File: src/rtl/fwd_hazard_unit_pkg.sv
// Shared pipeline definitions: operand-mux select codes and the
// per-stage destination tracking record used by the forwarding unit.
package fwd_hazard_unit_pkg;

  localparam int REG_W = 5;

  localparam logic [1:0] FWD_REGFILE = 2'd0;
  localparam logic [1:0] FWD_EXMEM   = 2'd1;
  localparam logic [1:0] FWD_MEMWB   = 2'd2;
  localparam logic [1:0] FWD_ZERO    = 2'd3;

  typedef struct packed {
    logic [REG_W-1:0] rd;
    logic             reg_write;
    logic             mem_read;
  } track_entry_t;

endpackage

File: src/rtl/fwd_hazard_unit_select.sv
// Per-operand forwarding priority: unused, zero register, youngest
// producer (EX) first, then MEM; WB needs nothing as the regfile is write-through.
module fwd_select
  import fwd_hazard_unit_pkg::*;
#(
  parameter logic [REG_W-1:0] ZERO_REG = '0
) (
  input  logic             uses,
  input  logic [REG_W-1:0] src,
  input  track_entry_t     ex_e,
  input  track_entry_t     mem_e,
  output logic [1:0]       sel
);

  always_comb begin
    sel = FWD_REGFILE;
    if (!uses) begin
      sel = FWD_REGFILE;
    end else if (src == ZERO_REG) begin
      sel = FWD_ZERO;
    end else if (ex_e.reg_write && (ex_e.rd == src)) begin
      sel = FWD_EXMEM;
    end else if (mem_e.reg_write && (mem_e.rd == src)) begin
      sel = FWD_MEMWB;
    end
  end

endmodule

File: src/rtl/fwd_hazard_unit.sv
// Operand-forwarding and load-use hazard controller. Tracks EX/MEM/WB
// destinations, registers the EX operand-mux selects, raises a combinational stall.
module fwd_hazard_unit #(
  parameter int                     REG_W    = fwd_hazard_unit_pkg::REG_W,
  parameter logic [REG_W-1:0]       ZERO_REG = '0
) (
  input  logic                              clk,
  input  logic                              rst,
  input  logic                              id_valid,
  input  logic [REG_W-1:0]                  id_rs,
  input  logic [REG_W-1:0]                  id_rt,
  input  logic                              id_uses_rs,
  input  logic                              id_uses_rt,
  input  logic [REG_W-1:0]                  id_rd,
  input  logic                              id_reg_write,
  input  logic                              id_mem_read,
  input  logic                              flush,
  output logic                              stall,
  output logic [1:0]                        fwd_a_sel,
  output logic [1:0]                        fwd_b_sel,
  output fwd_hazard_unit_pkg::track_entry_t dbg_ex,
  output fwd_hazard_unit_pkg::track_entry_t dbg_mem,
  output fwd_hazard_unit_pkg::track_entry_t dbg_wb
);
  import fwd_hazard_unit_pkg::*;

  track_entry_t ex_q, mem_q, wb_q;
  track_entry_t id_e;
  logic [1:0]   sel_a, sel_b;
  logic         take;

  assign id_e = '{rd: id_rd, reg_write: id_reg_write, mem_read: id_mem_read};

  // A load still in EX cannot supply its data until MEM, so a reader must wait one cycle.
  assign stall = id_valid && !flush && ex_q.mem_read && ex_q.reg_write &&
                 (ex_q.rd != ZERO_REG) &&
                 ((id_uses_rs && (id_rs == ex_q.rd)) ||
                  (id_uses_rt && (id_rt == ex_q.rd)));

  assign take = id_valid && !flush && !stall;

  fwd_select #(.ZERO_REG(ZERO_REG)) u_sel_a (
    .uses  (id_uses_rs),
    .src   (id_rs),
    .ex_e  (ex_q),
    .mem_e (mem_q),
    .sel   (sel_a)
  );

  fwd_select #(.ZERO_REG(ZERO_REG)) u_sel_b (
    .uses  (id_uses_rt),
    .src   (id_rt),
    .ex_e  (ex_q),
    .mem_e (mem_q),
    .sel   (sel_b)
  );

  always_ff @(posedge clk or posedge rst) begin
    if (rst) begin
      ex_q      <= '0;
      mem_q     <= '0;
      wb_q      <= '0;
      fwd_a_sel <= FWD_REGFILE;
      fwd_b_sel <= FWD_REGFILE;
    end else begin
      wb_q      <= mem_q;
      mem_q     <= ex_q;
      ex_q      <= take ? id_e : '0;
      fwd_a_sel <= take ? sel_a : FWD_REGFILE;
      fwd_b_sel <= take ? sel_b : FWD_REGFILE;
    end
  end

  assign dbg_ex  = ex_q;
  assign dbg_mem = mem_q;
  assign dbg_wb  = wb_q;

endmodule

File: config.mk
export PLATFORM = sky130hd
export DESIGN_NAME = fwd_hazard_unit
export DESIGN_NICKNAME = d
export VERILOG_FILES = /design/src/rtl/fwd_hazard_unit_pkg.sv /design/src/rtl/fwd_hazard_unit_select.sv /design/src/rtl/fwd_hazard_unit.sv
export SDC_FILE = /design/constraint.sdc
export NUM_CORES = 1
export LEC_CHECK = 0
export CAP_MARGIN = 10
export CORE_MARGIN = 2
export CORE_UTILIZATION = 46
export CTS_BUF_LIST = sky130_fd_sc_hd__clkbuf_2 sky130_fd_sc_hd__clkbuf_4 sky130_fd_sc_hd__clkbuf_8
export DETAILED_ROUTE_END_ITERATION = 6
export DONT_BUFFER_PORTS = 1
export MAX_ROUTING_LAYER = met4
export PLACE_DENSITY = 0.71
export SYNTH_ARGS = -nofsm -noshare
export SYNTH_HDL_FRONTEND = slang
export SYNTH_SLANG_ARGS = --single-unit
File: constraint.sdc
create_clock -name clk -period 1.6 [get_ports clk]
set_input_delay 0.16 -clock clk [delete_from_list [all_inputs] [get_ports clk]]
set_output_delay 0.16 -clock clk [all_outputs]
set_load 0.005 [all_outputs]
==> impl_metrics.tcl, run 1 <==
set metrics [dict create \
    drv_cap 0 \
    initial_core_util 0.473 \
    gp_congestion 0.941 \
    yosys_warnings 0 \
    rsz0062_at_grt "yes" \
    synth_nets 109 \
    synth_cell_types 16 \
    dpl.hpwl_mm 1.67 \
    setup_violations 12 \
    path_clk_slew_ns 0.13 \
    wl_per_cell_microns 16.9 \
    ctsHtreeMaxLevel 1 \
    r2r-start "dbg_ex[6]" \
    max_clock_freq_mhz 487 \
    sequentialPowerShare 0.618 \
    rows 17 \
    portBuffers 0 \
    synth_area_sq_mm 0.00103 \
    grt_overflow 0 \
    holdWs_ns 0.0896 \
    status "finished with violations" \
    clock_power_share 0.268 \
    endpoint_kind "primary output" \
    cp-start-kind "flop" \
    cts.sinks 25 \
    startpoint "dbg_ex[6]" \
    antenna_found_initial 0 \
    power.leakage_nw 0.645 \
    ys_seq_area_frac 0.610 \
    power_density_mw_per_mm2 798 \
    crit_family "simple AND/OR/NAND/NOR gates" \
    hold_viol 0 \
    worst-setup-path-type "flop to primary output" \
    finalSetupTns_ns -4.02 \
    final.setup.worst_slack_ns -0.453 \
    hp-start "flush" \
    worstPathRequired_ns 1.44 \
    synth-seq-cells 25 \
    drive_above_1_share 0.241 \
    fin_skew_ns 0.00776 \
    numCtsBuffers 3 \
    grt_pass1_wl_mm 3.84 \
    num_vias 780 \
    synth_area_per_cell_sq_um 11.9 \
    p_comb_frac 0.114 \
    insertion_delay_ns 0.32 \
    via_per_inst 5.42 \
    maxSlewViolCount 0 \
    cts-root-buf "clkbuf_4" \
    cts_tree "built" \
    critPathBufInv 1 \
    power_switching_share 0.232 \
    grt_max_degree 26 \
    cp_cell_sequence "or4_1 > o211ai_1 > or4_4 > nand2_4 > buf_6" \
    hold_class "primary input to flop" \
    grt_pass1_vias 828 \
    syn_to_final_growth_pct 33.3 \
    violations "negative setup slack" \
    fin_crit_ns 2.05 \
    route.detailed.drc 0 \
    final.period_utilization 1.28 \
    dieWidth_microns 51.2 \
    dr.pass1.iters 4 \
    cts.path.max_buffers 2 \
    arrival_ns 1.89 \
    wirelength_mm 2.43 \
    die_h_microns 51.2 \
    dieArea_sq_mm 0.00262 \
    layout_commonest_cell "dfrtp_1" \
    grt_util_all_layers 0.213 \
    worst_pin_slew_ns 0.309 \
    io_pins 49 \
    cp_max_fo 3 \
    internal_power_w 0.000838 \
    fin_nets 140 \
    ant_nets 0 \
    antennaDiodeCount 0 \
    slowest_stage "or4_1" \
    max_slew_margin 0.794 \
    core-area_sq_mm 0.00217 \
    ir_worst_vdd_mv 0.585 \
    drt_iter0_markers 14 \
    final_cell_mix "dfrtp_1, buf_4, xnor2_1" \
    syn_inst 86 \
    layout.cells.non_filler 144 \
    switching_power_w 0.000253 \
    slowest_delay_ns 0.52 \
    placed_cells 125 \
]
## synthesized netlist by cell type
| master | count | area (sq um) |
|---|---|---|
| dfrtp_1 | 25 | 626 |
| xnor2_1 | 12 | 105 |
| xor2_1 | 8 | 70.1 |
| and2_1 | 7 | 43.8 |
| nand2_1 | 5 | 18.8 |
| or4_1 | 5 | 37.5 |
| nand3_1 | 4 | 20.0 |
| nor2_1 | 4 | 15.0 |
| nor3_1 | 4 | 20.0 |
| and3_1 | 3 | 18.8 |
| inv_1 | 2 | 7.51 |
| nor4_1 | 2 | 12.5 |
| o22ai_1 | 2 | 12.5 |
| buf_2 | 1 | 5.00 |
| nor2b_1 | 1 | 6.26 |
| o211ai_1 | 1 | 7.51 |
## worst paths after layout
check | end | slack, ns | cells after the start
worst max-delay path | stall | -0.45 | 5
worst min-delay path | fwd_b_sel[0] | 0.09 | 3
worst max register to register | fwd_a_sel[0] | -0.36 | 7
worst min register to register | dbg_wb[0] | 0.41 | 0
max in group asynchronous | dbg_wb[6] | 1.05 | 3
min in group asynchronous | dbg_ex[6] | 0.31 | 3
## power groups by stage
stage               clock network (W)  logic (W)  registers [W]
CTS                          0.000298   0.000119       0.000675
floorplan                           0  0.0000640       0.000683
finish                       0.000293   0.000124       0.000674
global placement                    0  0.0000911       0.000687
global route                 0.000328   0.000138       0.000677
detailed placement                  0  0.0000937       0.000687
## flip-flops by register name, summed over array words and instances (netlist names)
register and cells:
dbg_wb 7, fwd_b_sel 2, dbg_mem 7, fwd_a_sel 2, dbg_ex 7
## layout make-up
class / count / area (sq um)
clock buffer: 4 / 30.0
sequential: 25 / 626
tap: 28 / 35.0
timing repair buffer: 27 / 235
fill: 182 / 802
multi-input combinational: 58 / 434
inverter: 2 / 7.51
## worst reg2reg max path: stages (launching register included)
cell and delay [ns]:
dfrtp_1 0.43, or4_1 0.52, o211ai_1 0.27, or4_4 0.20, nand2_4 0.05, buf_4 0.13, buf_6 0.12, nor3_4 0.18
## what timing repair did
action / 4_1_cts / 5_1_grt
buffers inserted: 2 / 3
hold buffers: 10 / 0
pin swaps: 2 / 6
endpoints found under the setup margin: 12 / 12
resized for setup: 6 / 6
hold endpoints to repair: 36 / 0
## per-layer routing
metal,routed length (microns),share of wire,global-route usage
met4,74,0.030,0.127
met1,941,0.39,0.259
met2,1120,0.46,0.314
met3,294,0.12,0.0643
met5,0,0,-
## stage by stage
step,setup slack (ns),cell area (sq um),util,total power (W)
finish,-0.453,1370,0.630,0.00109
global route,-0.530,1370,0.630,0.00114
CTS,-0.428,1320,0.607,0.00109
detailed placement,-0.235,1150,0.528,0.000781
global placement,-0.159,1150,0.528,0.000778
floorplan,-0.102,1030,-,0.000747
## cell families (layout without fill, tap and decap cells)
kind of cell              Yosys count  in the layout  share of synthesized area
buffers and inverters               3             33                     0.0122
AOI/OAI and AO/OA                   3              3                     0.0195
DFF                                25             25                      0.610
and+or+nand+nor                    35             35                      0.188
xor gates and xnor gates           20             20                      0.171
Power figures use the tool's default switching activity.
==> run 2: changes to the inputs <==
--- a/config.mk
+++ b/config.mk
@@ -6,13 +6,15 @@
 export NUM_CORES = 1
 export LEC_CHECK = 0
 export CAP_MARGIN = 10
+export CELL_PAD_IN_SITES_DETAIL_PLACEMENT = 1
+export CELL_PAD_IN_SITES_GLOBAL_PLACEMENT = 2
 export CORE_MARGIN = 2
-export CORE_UTILIZATION = 46
+export CORE_UTILIZATION = 34
 export CTS_BUF_LIST = sky130_fd_sc_hd__clkbuf_2 sky130_fd_sc_hd__clkbuf_4 sky130_fd_sc_hd__clkbuf_8
 export DETAILED_ROUTE_END_ITERATION = 6
 export DONT_BUFFER_PORTS = 1
 export MAX_ROUTING_LAYER = met4
-export PLACE_DENSITY = 0.71
+export PLACE_DENSITY = 0.83
 export SYNTH_ARGS = -nofsm -noshare
 export SYNTH_HDL_FRONTEND = slang
 export SYNTH_SLANG_ARGS = --single-unit
==> run 2 against run 1 <==
  * The run ends with design-rule violations, negative setup slack left
  * Setup slack got worse by 0.050 ns
  * Clock skew decreased by 0.0038 ns
  * Clock power about the same
==> impl_metrics.tcl, run 2 (synthesized netlist as in run 1, its figures left out) <==
set metrics [dict create \
    io_pins 49 \
    initial_core_util 0.366 \
    grt_pass1_wl_mm 4.10 \
    fin_skew_ns 0.00400 \
    fin_util 0.485 \
    timing.rr.end "fwd_b_sel[1]" \
    ir_worst_vdd_mv 0.362 \
    via_per_inst 5.11 \
    fin_nets 140 \
    wl_per_cell_microns 17.5 \
    placed_cells 127 \
    grt_max_degree 26 \
    power_density_mw_per_mm2 802 \
    route.detailed.drc 4 \
    grt_util_all_layers 0.171 \
    fin_crit_ns 2.10 \
    r2r_slack_ns -0.35 \
    finalPower_w 0.00109 \
    use_met2 0.302 \
    r2r-start "dbg_ex[3]" \
    max_clock_freq_mhz 475 \
    cts-root-buf "clkbuf_4" \
    pre_cts_slack_ns -0.353 \
    ctsHtreeMaxLevel 1 \
    die_h_microns 58.9 \
    final_cell_mix "dfrtp_1, buf_4, xnor2_1" \
    multi_input_area_sq_um 424 \
    cts.path.max_buffers 2 \
    dieArea_sq_mm 0.00347 \
    drive_above_1_share 0.250 \
    insertion_delay_ns 0.33 \
    cts.sinks 25 \
    maxSlewViolCount 0 \
    cts_tree "built" \
    rows 19 \
    grt_overflow 0 \
    gp_congestion 0.864 \
    startpoint "dbg_ex[3]" \
    num_vias 751 \
    hold_viol 0 \
    core-area_sq_mm 0.00281 \
    power.leakage_nw 0.637 \
    setup_violations 12 \
    met1_usage 0.174 \
    rsz0062_at_grt "yes" \
    violations "design-rule violations, negative setup slack" \
    arrival_ns 1.94 \
    grt_util_met3 0.0484 \
    portBuffers 0 \
    crit_end "stall" \
    cp-start-kind "flop" \
    wirelength_mm 2.57 \
    grt-busiest-layer "met2" \
    status "finished with violations" \
    dr.pass1.iters 7 \
    worstPathRequired_ns 1.44 \
    dpl.hpwl_mm 1.95 \
    seqCellArea_sq_um 627 \
    drt_iter0_markers 24 \
    hold_class "primary input to flop" \
    ff2ff_path_depth 6 \
    layout.cells.non_filler 147 \
    dieWidth_microns 58.9 \
    final.period_utilization 1.31 \
    path_clk_slew_ns 0.14 \
    endpoint_kind "primary output" \
    antenna_found_initial 0 \
    worst-setup-path-type "flop to primary output" \
    numCtsBuffers 3 \
    ant_nets 0 \
    final.setup.worst_slack_ns -0.503 \
    max_slew_margin 0.793 \
    syn_to_final_growth_pct 32.6 \
    drv_cap 0 \
    grt_pass1_vias 855 \
    cp_max_fo 4 \
    nFillCells 313 \
    finalSetupTns_ns -4.15 \
    layout_commonest_cell "dfrtp_1" \
    antennaDiodeCount 0 \
    worst_pin_slew_ns 0.310 \
]
-- run 2: worst min-delay path by stage --
stage                    to  cells past startpoint  slack (ns)     start
2_1_floorplan     dbg_ex[0]                      1        0.19       rst
3_3_place_gp     dbg_mem[4]                      2        0.12       rst
3_5_place_dp     dbg_mem[5]                      2        0.12       rst
4_1_cts        fwd_a_sel[0]                      3        0.03  id_rs[0]
5_1_grt        fwd_a_sel[0]                      3        0.03  id_rs[0]
6_report       fwd_a_sel[0]                      3        0.04  id_rs[0]
-- run 2: stage by stage --
stage | area (sq um) | hold WS (ns)
detailed placement | 1140 | 0.121
CTS | 1340 | 0.0326
global placement | 1140 | 0.118
floorplan | 1030 | 0.187
global route | 1360 | 0.0340
finish | 1360 | 0.0415
-- run 2: critical path, cell delays in order (launching register included) --
cell and delay, ns:
dfrtp_2 0.45, or4_4 0.51, o211ai_1 0.28, or4_4 0.22
nand2_4 0.05, buf_6 0.11
-- run 2: timing repair --
action | in CTS | in global routing
endpoints found under the hold margin | 36 | 0
setup buffers | 5 | 1
hold buffers | 10 | 0
setup endpoints to repair | 12 | 12
pin swaps | 6 | 2
gates resized for setup | 9 | 3
-- run 2: final cells by class --
type / instances / area share
clock buffers: 3 / 0.0166
clock inverters: 1 / 0.00368
inverters: 2 / 0.00552
multi-input cells: 58 / 0.312
flip-flops and latches: 25 / 0.461
well taps: 31 / 0.0285
repair buffers: 27 / 0.173
-- run 2: power breakdown --
part	switching (W)	total (W)	internal, W	leakage [nW]
Combinational	0.0000530	0.000126	0.0000729	0.282
Clock	0.000196	0.000290	0.0000940	0.0177
Sequential	0.0000218	0.000674	0.000653	0.337
-- run 2: layer usage --
layer  routed length, microns  vias to the layer above
li1                         -                      351
met1                      906                      367
met2                     1440                       30
met3                      193                        3
met4                       32                        0
met5                        0                        -
==> run 3: changes to the inputs <==
--- a/config.mk
+++ b/config.mk
@@ -9,12 +9,11 @@
 export CELL_PAD_IN_SITES_DETAIL_PLACEMENT = 1
 export CELL_PAD_IN_SITES_GLOBAL_PLACEMENT = 2
 export CORE_MARGIN = 2
-export CORE_UTILIZATION = 34
-export CTS_BUF_LIST = sky130_fd_sc_hd__clkbuf_2 sky130_fd_sc_hd__clkbuf_4 sky130_fd_sc_hd__clkbuf_8
+export CORE_UTILIZATION = 32
 export DETAILED_ROUTE_END_ITERATION = 6
 export DONT_BUFFER_PORTS = 1
 export MAX_ROUTING_LAYER = met4
-export PLACE_DENSITY = 0.83
+export PLACE_DENSITY = 0.79
 export SYNTH_ARGS = -nofsm -noshare
 export SYNTH_HDL_FRONTEND = slang
 export SYNTH_SLANG_ARGS = --single-unit
==> run 3 against run 2 <==
  * The flow finishes with violations (negative setup slack)
  * Setup slack worse by 0.10 ns
  * Design area up 8.9%
  * Combinational power up 22%
  * Sequential share of layout area down 3.9 points
  * Largest cell class unchanged
==> impl_metrics.tcl, run 3 (synthesized netlist as in run 1, its figures left out) <==
set metrics [dict create \
    r2r_slack_ns -0.50 \
    hold_class "primary input to flop" \
    crit_cells 6 \
    cts.path.max_buffers 2 \
    slowest_delay_ns 0.52 \
    power.leakage_nw 0.697 \
    ant_nets 0 \
    startpoint "dbg_ex[6]" \
    dieWidth_microns 60.6 \
    die_h_microns 60.6 \
    r2r-start "dbg_ex[6]" \
    final.period_utilization 1.38 \
    layout_commonest_cell "dfrtp_1" \
    slowest_stage "or4_4" \
    grt_overflow 0 \
    portBuffers 0 \
    final.setup.worst_slack_ns -0.608 \
    fin_nets 149 \
    setup_violations 12 \
    grt_pass1_wl_mm 4.33 \
    critPathBufInv 2 \
    fin_crit_ns 2.21 \
    route.detailed.drc 0 \
    rows 20 \
    grt_max_degree 26 \
    placed_cells 143 \
    antennaDiodeCount 0 \
    cts.sinks 25 \
    hold_viol 0 \
    path_clk_slew_ns 0.14 \
    core-area_sq_mm 0.00305 \
    initial_core_util 0.336 \
    antenna_found_initial 0 \
    endpoint_kind "primary output" \
    via_per_inst 4.88 \
    worst_pin_slew_ns 0.317 \
    nFillCells 346 \
    violations "negative setup slack" \
    syn_to_final_growth_pct 44.4 \
    fin_skew_ns 0.00412 \
    multi_input_area_sq_um 449 \
    io_pins 49 \
    max_slew_margin 0.786 \
    layout.cells.non_filler 169 \
    ff2ff_path_depth 12 \
    maxSlewViolCount 0 \
    dieArea_sq_mm 0.00368 \
    final_cell_mix "dfrtp_1, buf_4, dlygate4sd3_1" \
    crit_end "stall" \
    holdWs_ns 0.0490 \
    cts_tree "built" \
    cp_max_fo 3 \
    status "finished with violations" \
    drive_above_1_share 0.320 \
    num_vias 825 \
    worst-setup-path-type "flop to primary output" \
    max_clock_freq_mhz 453 \
    ir_worst_vdd_mv 0.381 \
    drv_cap 0 \
    final_area_sq_mm 0.00148 \
    wl_per_cell_microns 16.8 \
    power_density_mw_per_mm2 750 \
    cts-root-buf "clkbuf_4" \
    timing.rr.end "fwd_b_sel[1]" \
    crit_family "simple AND/OR/NAND/NOR gates" \
    ctsHtreeMaxLevel 1 \
    cp-start-kind "flop" \
    dr.pass1.iters 2 \
    wirelength_mm 2.84 \
    seqCellArea_sq_um 626 \
    grt_pass1_vias 933 \
    cp_cell_sequence "or4_4 > o211ai_1 > or4_4 > buf_6 > nand2_4 > buf_6" \
    numCtsBuffers 3 \
    grt_util_all_layers 0.172 \
    gp_congestion 0.794 \
    worstPathRequired_ns 1.44 \
    drt_iter0_markers 16 \
    postPlaceCellArea_sq_mm 0.00118 \
    rsz0062_at_grt "yes" \
    dpl.hpwl_mm 2.00 \
    arrival_ns 2.05 \
    insertion_delay_ns 0.32 \
]
## run 3: per-stage QoR
step	setup TNS, ns	utilization	setup slack [ns]	power [W]
detailed placement	-3.22	0.387	-0.316	0.000786
global placement	-1.84	0.387	-0.172	0.000783
CTS	-3.67	0.474	-0.532	0.00111
floorplan	-0.865	-	-0.102	0.000747
finish	-4.79	0.485	-0.608	0.00111
global route	-5.55	0.485	-0.665	0.00118
## run 3: area by class of cell
class | count | share of cell area
flip-flops and latches | 25 | 0.422
multi-input cells | 58 | 0.303
repair buffers | 36 | 0.214
well taps | 44 | 0.0372
clock buffers | 3 | 0.0152
inverters | 2 | 0.00507
clock inverters | 1 | 0.00338
## run 3: worst min-delay path by stage
stage / from / end / slack [ns] / cells past startpoint
floorplan: rst / dbg_ex[0] / 0.19 / 1
global placement: rst / dbg_mem[0] / 0.11 / 2
detailed placement: rst / dbg_mem[0] / 0.12 / 2
CTS: id_uses_rt / fwd_b_sel[1] / 0.0006 / 1
global route: flush / fwd_a_sel[0] / 0.04 / 3
finish: id_rs[0] / fwd_a_sel[0] / 0.05 / 3
## run 3: power breakdown
part / switching (W) / internal [W] / total (W)
combinational: 0.0000634 / 0.0000909 / 0.000154
sequential: 0.0000215 / 0.000652 / 0.000674
clock: 0.000189 / 0.0000937 / 0.000283
## run 3: repair_timing
| action | in CTS | in global routing |
|---|---|---|
| endpoints found under the setup margin | 12 | 12 |
| pin swaps | 5 | 9 |
| endpoints found under the hold margin | 35 | 1 |
| resized for setup | 14 | 4 |
| buffers inserted | 10 | 1 |
| hold buffers | 10 | 1 |
## run 3: worst reg2reg max path, delay by kind of cell (launching register included)
| family | cells | cell delay (ns) |
|---|---|---|
| AO/OA/AOI/OAI | 1 | 0.08 |
| XOR/XNOR | 1 | 0.16 |
| buffers and inverters | 7 | 0.91 |
| flip-flops | 1 | 0.45 |
| AND/OR/NAND/NOR | 3 | 0.41 |
## run 3: routing by layer
metal	vias up	GRT usage	part of all wire
met5	-	-	0
met4	0	0.0652	0.014
met3	5	0.0490	0.082
met2	36	0.310	0.54
met1	414	0.175	0.37
li1	370	-	-
